### src/rtl/execute_muldiv_ctrl.sv
// Iterative RV32M multiply/divide sequencer: one shared 33-bit add/sub plus shifts, XLEN iterations per op.
// Optional MULDIV_EARLY_OUT_EN: zero-operand multiplies, divide-by-zero and signed overflow finish without iterating.
module execute_muldiv_ctrl #(
  parameter int XLEN  = 32,
  parameter int CNT_W = 5
) (
  input  logic            clk,
  input  logic            rst,
  input  logic            start_v,
  input  logic [2:0]      op,
  input  logic [XLEN-1:0] rs1_data,
  input  logic [XLEN-1:0] rs2_data,
  input  logic [4:0]      rd,
  input  logic            flush,
  output logic            stall,
  output logic            result_v,
  output logic [XLEN-1:0] result,
  output logic [4:0]      result_rd
);

  typedef enum logic [1:0] {IDLE, BUSY, DONE} state_t;

  state_t          state_q, state_d;
  logic [CNT_W-1:0] cnt_q;
  logic [2:0]      op_q;
  logic [4:0]      rd_q;
  logic [XLEN-1:0] opnd_q, acc_hi_q, acc_lo_q, spec_val_q;
  logic            neg_q, spec_q;

  // Accept-time decode of signedness, magnitudes and special cases
  logic            is_div_in, a_sgn_in, b_sgn_in, a_neg, b_neg, neg_in;
  logic            div_zero, ovf, spec_in, early_in, accept;
  logic [XLEN-1:0] a_abs, b_abs, spec_val_in, early_val;

  always_comb begin
    is_div_in   = op[2];
    a_sgn_in    = (op == 3'd1) || (op == 3'd2) || (op == 3'd4) || (op == 3'd6);
    b_sgn_in    = (op == 3'd1) || (op == 3'd4) || (op == 3'd6);
    a_neg       = a_sgn_in & rs1_data[XLEN-1];
    b_neg       = b_sgn_in & rs2_data[XLEN-1];
    a_abs       = a_neg ? -rs1_data : rs1_data;
    b_abs       = b_neg ? -rs2_data : rs2_data;
    neg_in      = (is_div_in & op[1]) ? a_neg : (a_neg ^ b_neg);
    div_zero    = is_div_in & (rs2_data == '0);
    ovf         = is_div_in & ~op[0] & (rs1_data == {1'b1, {(XLEN-1){1'b0}}}) & (&rs2_data);
    spec_in     = div_zero | ovf;
    if (div_zero)
      spec_val_in = op[1] ? rs1_data : '1;
    else
      spec_val_in = op[1] ? '0 : {1'b1, {(XLEN-1){1'b0}}};
`ifdef MULDIV_EARLY_OUT_EN
    early_in    = spec_in | (~is_div_in & ((rs1_data == '0) | (rs2_data == '0)));
    early_val   = is_div_in ? spec_val_in : '0;
`else
    early_in    = 1'b0;
    early_val   = '0;
`endif
  end

  // Shared adder: multiply adds the multiplicand into the high half, divide subtracts the divisor
  logic            is_div_q, qbit, last_iter;
  logic [XLEN:0]   div_shift, alu_x, alu_y, alu_s;
  logic [XLEN-1:0] hi_nxt, lo_nxt;

  always_comb begin
    is_div_q  = op_q[2];
    div_shift = {acc_hi_q, acc_lo_q[XLEN-1]};
    alu_x     = is_div_q ? div_shift : {1'b0, acc_hi_q};
    if (is_div_q)
      alu_y = ~{1'b0, opnd_q};
    else
      alu_y = acc_lo_q[0] ? {1'b0, opnd_q} : '0;
    alu_s     = alu_x + alu_y + (XLEN+1)'(is_div_q);
    qbit      = ~alu_s[XLEN];
    if (is_div_q) begin
      hi_nxt = qbit ? alu_s[XLEN-1:0] : div_shift[XLEN-1:0];
      lo_nxt = {acc_lo_q[XLEN-2:0], qbit};
    end else begin
      hi_nxt = alu_s[XLEN:1];
      lo_nxt = {alu_s[0], acc_lo_q[XLEN-1:1]};
    end
    last_iter = (cnt_q == CNT_W'(XLEN-1));
  end

  // Sign fix on the final iteration's outputs; special-case values win
  logic [2*XLEN-1:0] prod, prod_fix;
  logic [XLEN-1:0]   div_raw, fin;

  always_comb begin
    prod     = {hi_nxt, lo_nxt};
    prod_fix = neg_q ? -prod : prod;
    div_raw  = op_q[1] ? hi_nxt : lo_nxt;
    if (spec_q)
      fin = spec_val_q;
    else if (is_div_q)
      fin = neg_q ? -div_raw : div_raw;
    else if (op_q[1:0] == 2'd0)
      fin = prod_fix[XLEN-1:0];
    else
      fin = prod_fix[2*XLEN-1:XLEN];
  end

  always_comb begin
    state_d  = state_q;
    accept   = 1'b0;
    stall    = 1'b0;
    result_v = 1'b0;
    case (state_q)
      IDLE: begin
        stall = start_v;
        if (start_v && !flush) begin
          accept  = 1'b1;
          state_d = early_in ? DONE : BUSY;
        end
      end
      BUSY: begin
        stall = 1'b1;
        if (flush)
          state_d = IDLE;
        else if (last_iter)
          state_d = DONE;
      end
      DONE: begin
        result_v = ~flush;
        state_d  = IDLE;
      end
      default: state_d = IDLE;
    endcase
  end

  always_ff @(posedge clk) begin
    if (rst) begin
      state_q    <= IDLE;
      cnt_q      <= '0;
      op_q       <= '0;
      rd_q       <= '0;
      opnd_q     <= '0;
      acc_hi_q   <= '0;
      acc_lo_q   <= '0;
      spec_val_q <= '0;
      neg_q      <= 1'b0;
      spec_q     <= 1'b0;
      result     <= '0;
      result_rd  <= '0;
    end else begin
      state_q <= state_d;
      if (accept) begin
        op_q       <= op;
        rd_q       <= rd;
        opnd_q     <= is_div_in ? b_abs : a_abs;
        acc_lo_q   <= is_div_in ? a_abs : b_abs;
        acc_hi_q   <= '0;
        neg_q      <= neg_in;
        spec_q     <= spec_in;
        spec_val_q <= spec_val_in;
        cnt_q      <= '0;
        if (early_in) begin
          result    <= early_val;
          result_rd <= rd;
        end
      end else if (state_q == BUSY && !flush) begin
        acc_hi_q <= hi_nxt;
        acc_lo_q <= lo_nxt;
        cnt_q    <= cnt_q + 1'b1;
        if (last_iter) begin
          result    <= fin;
          result_rd <= rd_q;
        end
      end
    end
  end

endmodule

### config.mk
export PLATFORM = sky130hd
export DESIGN_NAME = execute_muldiv_ctrl
export DESIGN_NICKNAME = d
export VERILOG_FILES = /design/src/rtl/execute_muldiv_ctrl.sv
export SDC_FILE = /design/constraint.sdc
export NUM_CORES = 1
export LEC_CHECK = 0
export CORE_ASPECT_RATIO = 0.8
export CORE_MARGIN = 4
export CORE_UTILIZATION = 48
export DETAILED_ROUTE_END_ITERATION = 6
export PLACE_DENSITY_LB_ADDON = 0.3
export REMOVE_ABC_BUFFERS = 1
export SKIP_CTS_REPAIR_TIMING = 1
export SLEW_MARGIN = 20
export SYNTH_ARGS = -nofsm -noshare
export SYNTH_HDL_FRONTEND = slang
export SYNTH_SLANG_ARGS = --single-unit
### constraint.sdc
create_clock -name clk -period 8.8 [get_ports clk]
set_clock_uncertainty 0.1 [all_clocks]
set_input_delay 0.88 -clock clk [delete_from_list [all_inputs] [get_ports clk]]
set_output_delay 0.88 -clock clk [all_outputs]
set_load 0.005 [all_outputs]
# Yosys cells after proc, flatten, opt, wreduce, memory -nomap -nowiden
# Index checks and enable logic that the tools add are counted.
op_classes:
  n_addsub: 7
  eq_ne: 10
  muxes: 30
  bitwise_logic: 14
  n_reduce_logical: 16
op_table:
  columns: ["cell", "n"]
  rows:
  - ["$mux 32", 18]
  - ["$neg 32->32", 3]
  - ["$mux 33", 2]
  - ["$mux 64", 1]
  - ["$neg 64->64", 1]
  - ["$add 33x1->33", 1]
  - ["$add 33x33->33", 1]
  - ["$not 32->33", 1]
  - ["$eq 32x32->1 const B", 1]
  - ["$logic_not 32->1", 1]
  - ["$reduce_and 32->1", 1]
  - ["$and 1x1->1", 7]
  - ["$eq 3x3->1 const B", 2]
  - ["$mux 2", 3]
  - ["$add 5x1->5 const B", 1]
  - ["$eq 5x5->1 const B", 1]
  - ["$logic_or 1x1->1", 5]
  - ["$logic_not 2->1", 2]
  - ["$mux 1", 4]
  - ["$not 1->1", 4]
  - ["$pmux 2 s2", 1]
  - ["$eq 3x1->1 const B", 1]
  - ["$eq 3x2->1 const B", 1]
  - ["$ne 3x3->1 const B", 1]
  - ["other kinds (12)", 13]
word_totals:
  reg_bits: 182
  inputBits: 76
  output_inout_bits: 39
  wordCells: 89

# Longest topological paths before layout
depth:
  ltp_word: 11
  depth_mapped: 38
  mapped_depth_nobuf: 27

# Worst setup path before layout
# No wires, ideal clock.
synth_timing:
  path_type: "flip-flop to flip-flop"
  startpoint: "reg op_q[2]"
  endpoint: "reg result[30]"
  setup_ps: 122
  arrival_time_ps: 9371
  t_required_ps: 8578
  setup_slack_ps: -793
  path_stages_with_launch: 39
  path_buffers: 13
  period_less_slack_ps: 9593
  cell_sequence: "dfxtp_1 clkbuf_1 buf_2 buf_1 buf_2 buf_1 buf_1 clkbuf_1 clkbuf_1 buf_1 buf_1 mux2_2 fa_1 inv_1 fa_1 nand2b_1 a21boi_1 a21o_1 [3 not listed] buf_2 buf_1 buf_1 nor2_1 a21oi_1 ha_1 o21ai_0 nor2_1 and4_1 nand2_1 nor2_1 nand4_1 nor4_1 nand3_1 o21ai_0 xor2_1 nand2_1 a221o_1"
synth_via:
  elab_chain_len: 10
  word_cells_on_any_way: 16
  classes_between: "add/sub (4); mux (11); bitwise (1)"
synth_rtl:
  columns: ["element", "line_no", "rtl"]
  rows:
  - ["start: declaration", "25", "logic [2:0] op_q;"]
  - ["start signal: assignment", "148", "op_q <= op;"]
  - ["$mux 33, on equally long branches", "68, 69", null]
  - ["$add 33x33->33", "73", "alu_s = alu_x + alu_y + (XLEN+1)'(is_div_q);"]
  - ["$add 33x1->33", "73", null]
  - ["$mux 32 or $not 1->1 (tied branches)", "76, 74", null]
  - ["$mux 32", "75", "if (is_div_q) begin"]
  - ["$neg 64->64 or $mux 32 (tied branches)", "91, 92", null]
  - ["$mux 64 or $neg 32->32 (tied branches)", "91, 96", null]
  - ["$mux 32, on equally long branches", "97, 96", null]
  - ["$mux 32 *", "95", "else if (is_div_q)"]
  - ["$mux 32 *", "93", "if (spec_q)"]
  - ["end signal: assignment", "158", "result <= early_val;"]
  - ["end signal: assignment", "166", "result <= fin;"]
  - ["end: declaration", "17", "output logic [XLEN-1:0] result,"]
# Every way passes the cells marked *; elsewhere a longest branch is shown, timed or not.
# A chain may end at the register's enable or synchronous reset.

# Worst setup path after layout
layout_timing:
  startpoint: "reg op_q[2]"
  endpoint: "reg result[28]"
# Same word-level chain as after synthesis.

==> parameters.txt <==
Parameter                              Value

Floorplanning
  Standard cell core area    0.03592 mm^2
  Full die area    0.03951 mm^2
  Initial core utilization    48.61%
  Floorplan die height    178.6 um
  Number of rows in the core area    between 60 and 70
  DIE WIDTH    ~220 um
  Boundary pin count    115

Clock tree
  Clock sink count    182
  Clock tree from TritonCTS    done
  Clock latency on the worst-skew pair    0.46 ns
  H-Tree Level Count    4
  Clock transition at the registers of the reported paths    0.08 ns
  Buffers from clock root to sink, at most    2
  Clk root buf    clkbuf_16
  Num CTS Buffers    17

Timing
  Number of max-slew violations in the final report    0
  Max frequency    around 120 MHz
  Final period util    about nine tenths
  Final hold viol count    0
  Final setup violation count    0
  Total negative slack for setup checks    0 ns
  Tmin final    8.057 ns
  Unrepaired setup endpoints after global routing    false
  Min Hold Slack    0.3551 ns
  Transition time at the pin with the least slew margin    1.114 ns
  Tightest slew margin relative to the limit    25.05%

Logic synthesis
  Adder-cell share of the synthesized area    3.024%
  Largest cells by area after synthesis    dfxtp_1, nand2_1, a21oi_1
  Post-Synth XOR/XNOR Area    7.561%
  Most used standard cell by instance count after synthesis    nand2_1
  Simple-gate share of the synthesized area    a little over a quarter
  Primary flip-flop cell chosen by synthesis mapping    dfxtp_1
  Fraction of registers with async set/reset    0%
  Count of flip-flops with a built-in enable after synthesis    0
  Portion of netlist area occupied by mux cells    6.944%
  Unique cell type count in the Yosys netlist    87
  Total number of yosys warnings    0
  Complex-gate fraction of the synthesized area    just under 30%
  Top cell type's share of synthesized area    20.87%
  Synth area leader    dfxtp_1
  Sequential fraction of the synthesis area    20.87%
  Leading post-synthesis cells by instance count    nand2_1, nor2_1, a21oi_1, o21ai_0, dfxtp_1
  Per-instance average area after synthesis    6.890 um^2
  Register bit count reported by yosys    182
  Post-synthesis instance area    0.01746 mm^2
  Combinational family with the most area after synthesis    compound AO/OA/AOI/OAI gates
  Synthesized instance count    2534

Critical path
  Cell-by-cell listing of the critical path    buf_12 -> mux2_2 -> ha_1 -> a21oi_1 -> o21ai_1 -> a31oi_1 -> o211ai_1 -> a21oi_4 -> xnor2_2 -> nor2_1 -> a21oi_1 -> ha_1 -> o21ai_0 -> nor2_1 -> and4_1 -> nand2_1 -> nor2_1 -> nand4_1 -> nor4_1 -> and3_1 -> a21oi_1 -> xnor2_1 -> a21oi_1 -> a2111oi_0
  Required time at the endpoint of the critical path    between 9 and 10 ns
  Critical path's most frequent cell    a21oi_1
  Startpoint Class    register
  Category of the worst setup path capture point    register
  Delay of the slowest critical-path stage    about 0.71 ns
  Critical-path top delay cell    nor4_1
  Setup CP Type    register to register
  Number of cells traversed by the worst register-to-register path    24
  Maximum fanout along the worst path    117
  Arrival @ worst endpoint    8.29 ns

Power
  Switch share    37.15%
  Switching power    0.9169 mW
  Clock network power share    about a third
  Leakage power total    ~7 nW
  Flop pwr share    between 30% and 40%
  Share of total power in combinational logic    30.4%
  Areal power density over the cells    roughly 130 mW/mm^2
  Cell-internal power    roughly 1.6 mW
  Worst voltage drop across the vdd grid    107.9 uV

Routing
  Number of vias in the routed layout    19990
  Via density    6.669
  Initial detailed-routing violation count    3069
  Average wire per cell in the routed design    23.18 um
  Number of design rule violations left after detail routing    0
  Initial DRT Pass Iterations    7
  Post-route ant nets    0
  Total routed wirelength    69.47 mm

Global route
  Pin count of the biggest net entering global routing    118
  Vias in the first global route    ~18000
  Total grt overflow    0
  Global-route wire length before repair    104.7 mm
  GRT Resource Usage Total    roughly 33%
  Antenna violations before repair    0

Final layout
  Combined flip-flop and latch cell area    0.003650 mm^2
  Fraction of layout cells with a size suffix above 1    6.595%
  Antenna Cells    0
  Area taken by multi-input logic gates    roughly 0.013 mm^2
  Layout filler cell count    3523
  Cell area after layout    0.01935 mm^2
  Area Overhead vs Synth    10.84%
  Final layout net count    2621

Status
  Status    finished clean

Placement
  Port buffer count    between 100 and 150
  Final weighted congestion in routability-driven placement    1.022
  HPWL reported at the end of detailed placement    ~51 mm
  Cell area after placement    approximately 0.019 mm^2

Min path
  Worst min-delay path category    register to register
  Depth of the worst hold-timing path    2

Run
  Number of max-capacitance violations reported    0
-- routing by layer --
metal	vias to the layer above	share of wire (%)	global-route usage (%)
met1	9523	42	45.21
met4	0	5.7	17.00
met3	192	9.6	6.269
li1	9175	-	-
met5	-	0	0
met2	1098	43	51.21
-- area by class of cell --
type                            instances  area share [%]
Tap cell                              480           3.104
Clock inverter                         11          0.7112
Timing Repair Buffer                  154           7.539
Clock buffer                           21           2.379
Multi-Input combinational cell       2106           66.57
Sequential cell                       182           18.86
Inverter                               43          0.8341
-- sequential cells by signal, summed over array words and instances, names as in the netlist --
register	count
opnd_q	32
spec_val_q	32
result_rd	5
result	32
neg_q	1
spec_q	1
rd_q	5
acc_lo_q	32
cnt_q	5
acc_hi_q	32
op_q	3
state_q	2
-- metrics by stage --
step	setup slack (ns)	instances	util, %	total power [mW]
after floorplan	-4.580	2331	-	1.370
after global placement	1.468	2965	52.17	1.628
after detailed placement	1.201	2965	52.17	1.634
after CTS	1.141	2997	53.84	2.445
after global routing	0.3811	2997	53.88	2.562
final	0.7429	2997	53.88	2.468
-- worst max-delay path: cells and delay by family, from the launching register on --
family                   cells  cell delay (ns)
AND/OR/NAND/NOR              8             2.78
flip-flops                   1             0.70
adder cells (fa/ha/maj)      2             0.68
multiplexers                 1             0.41
AO/OA/AOI/OAI               10             2.32
buffers and inverters        1             0.52
XOR/XNOR                     2             0.33
-- worst paths after layout --
path / startpoint / to / slack, ns
max reg2reg: op_q[2] / result[28] / 0.74
min reg2reg: spec_val_q[27] / spec_val_q[27] / 0.36
max: op_q[2] / result[28] / 0.74
min: spec_val_q[27] / spec_val_q[27] / 0.36
-- cells by family after synthesis --
logic type | count (synthesis)
muxes | 114
AOI/OAI and AO/OA | 782
and+or+nand+nor | 1020
adders and majority gates | 41
xor gates and xnor gates | 149
buffers and inverters | 246
DFF | 182
-- cells in the final DEF (no fill, tap or decap), drive strengths merged, types with 63 or more instances in the layout --
cell type | synthesis | final
o211ai | 63 | 63
dfxtp | 182 | 182
nand3 | 83 | 83
o21ai | 189 | 189
nor2 | 260 | 260
a211oi | 67 | 67
mux2i | 66 | 66
nor3 | 103 | 103
a21oi | 210 | 210
clkdlybuf4s50 | 0 | 112
nand2 | 344 | 344
xnor2 | 88 | 88
-- power groups by stage --
stage	sequential (mW)	clock, mW	combinational, mW
3_3_place_gp	0.911	0	0.716
4_1_cts	0.893	0.826	0.726
2_1_floorplan	0.905	0	0.465
6_report	0.895	0.824	0.750
3_5_place_dp	0.912	0	0.722
5_1_grt	0.896	0.859	0.806
(Power assumes the default switching activity.)
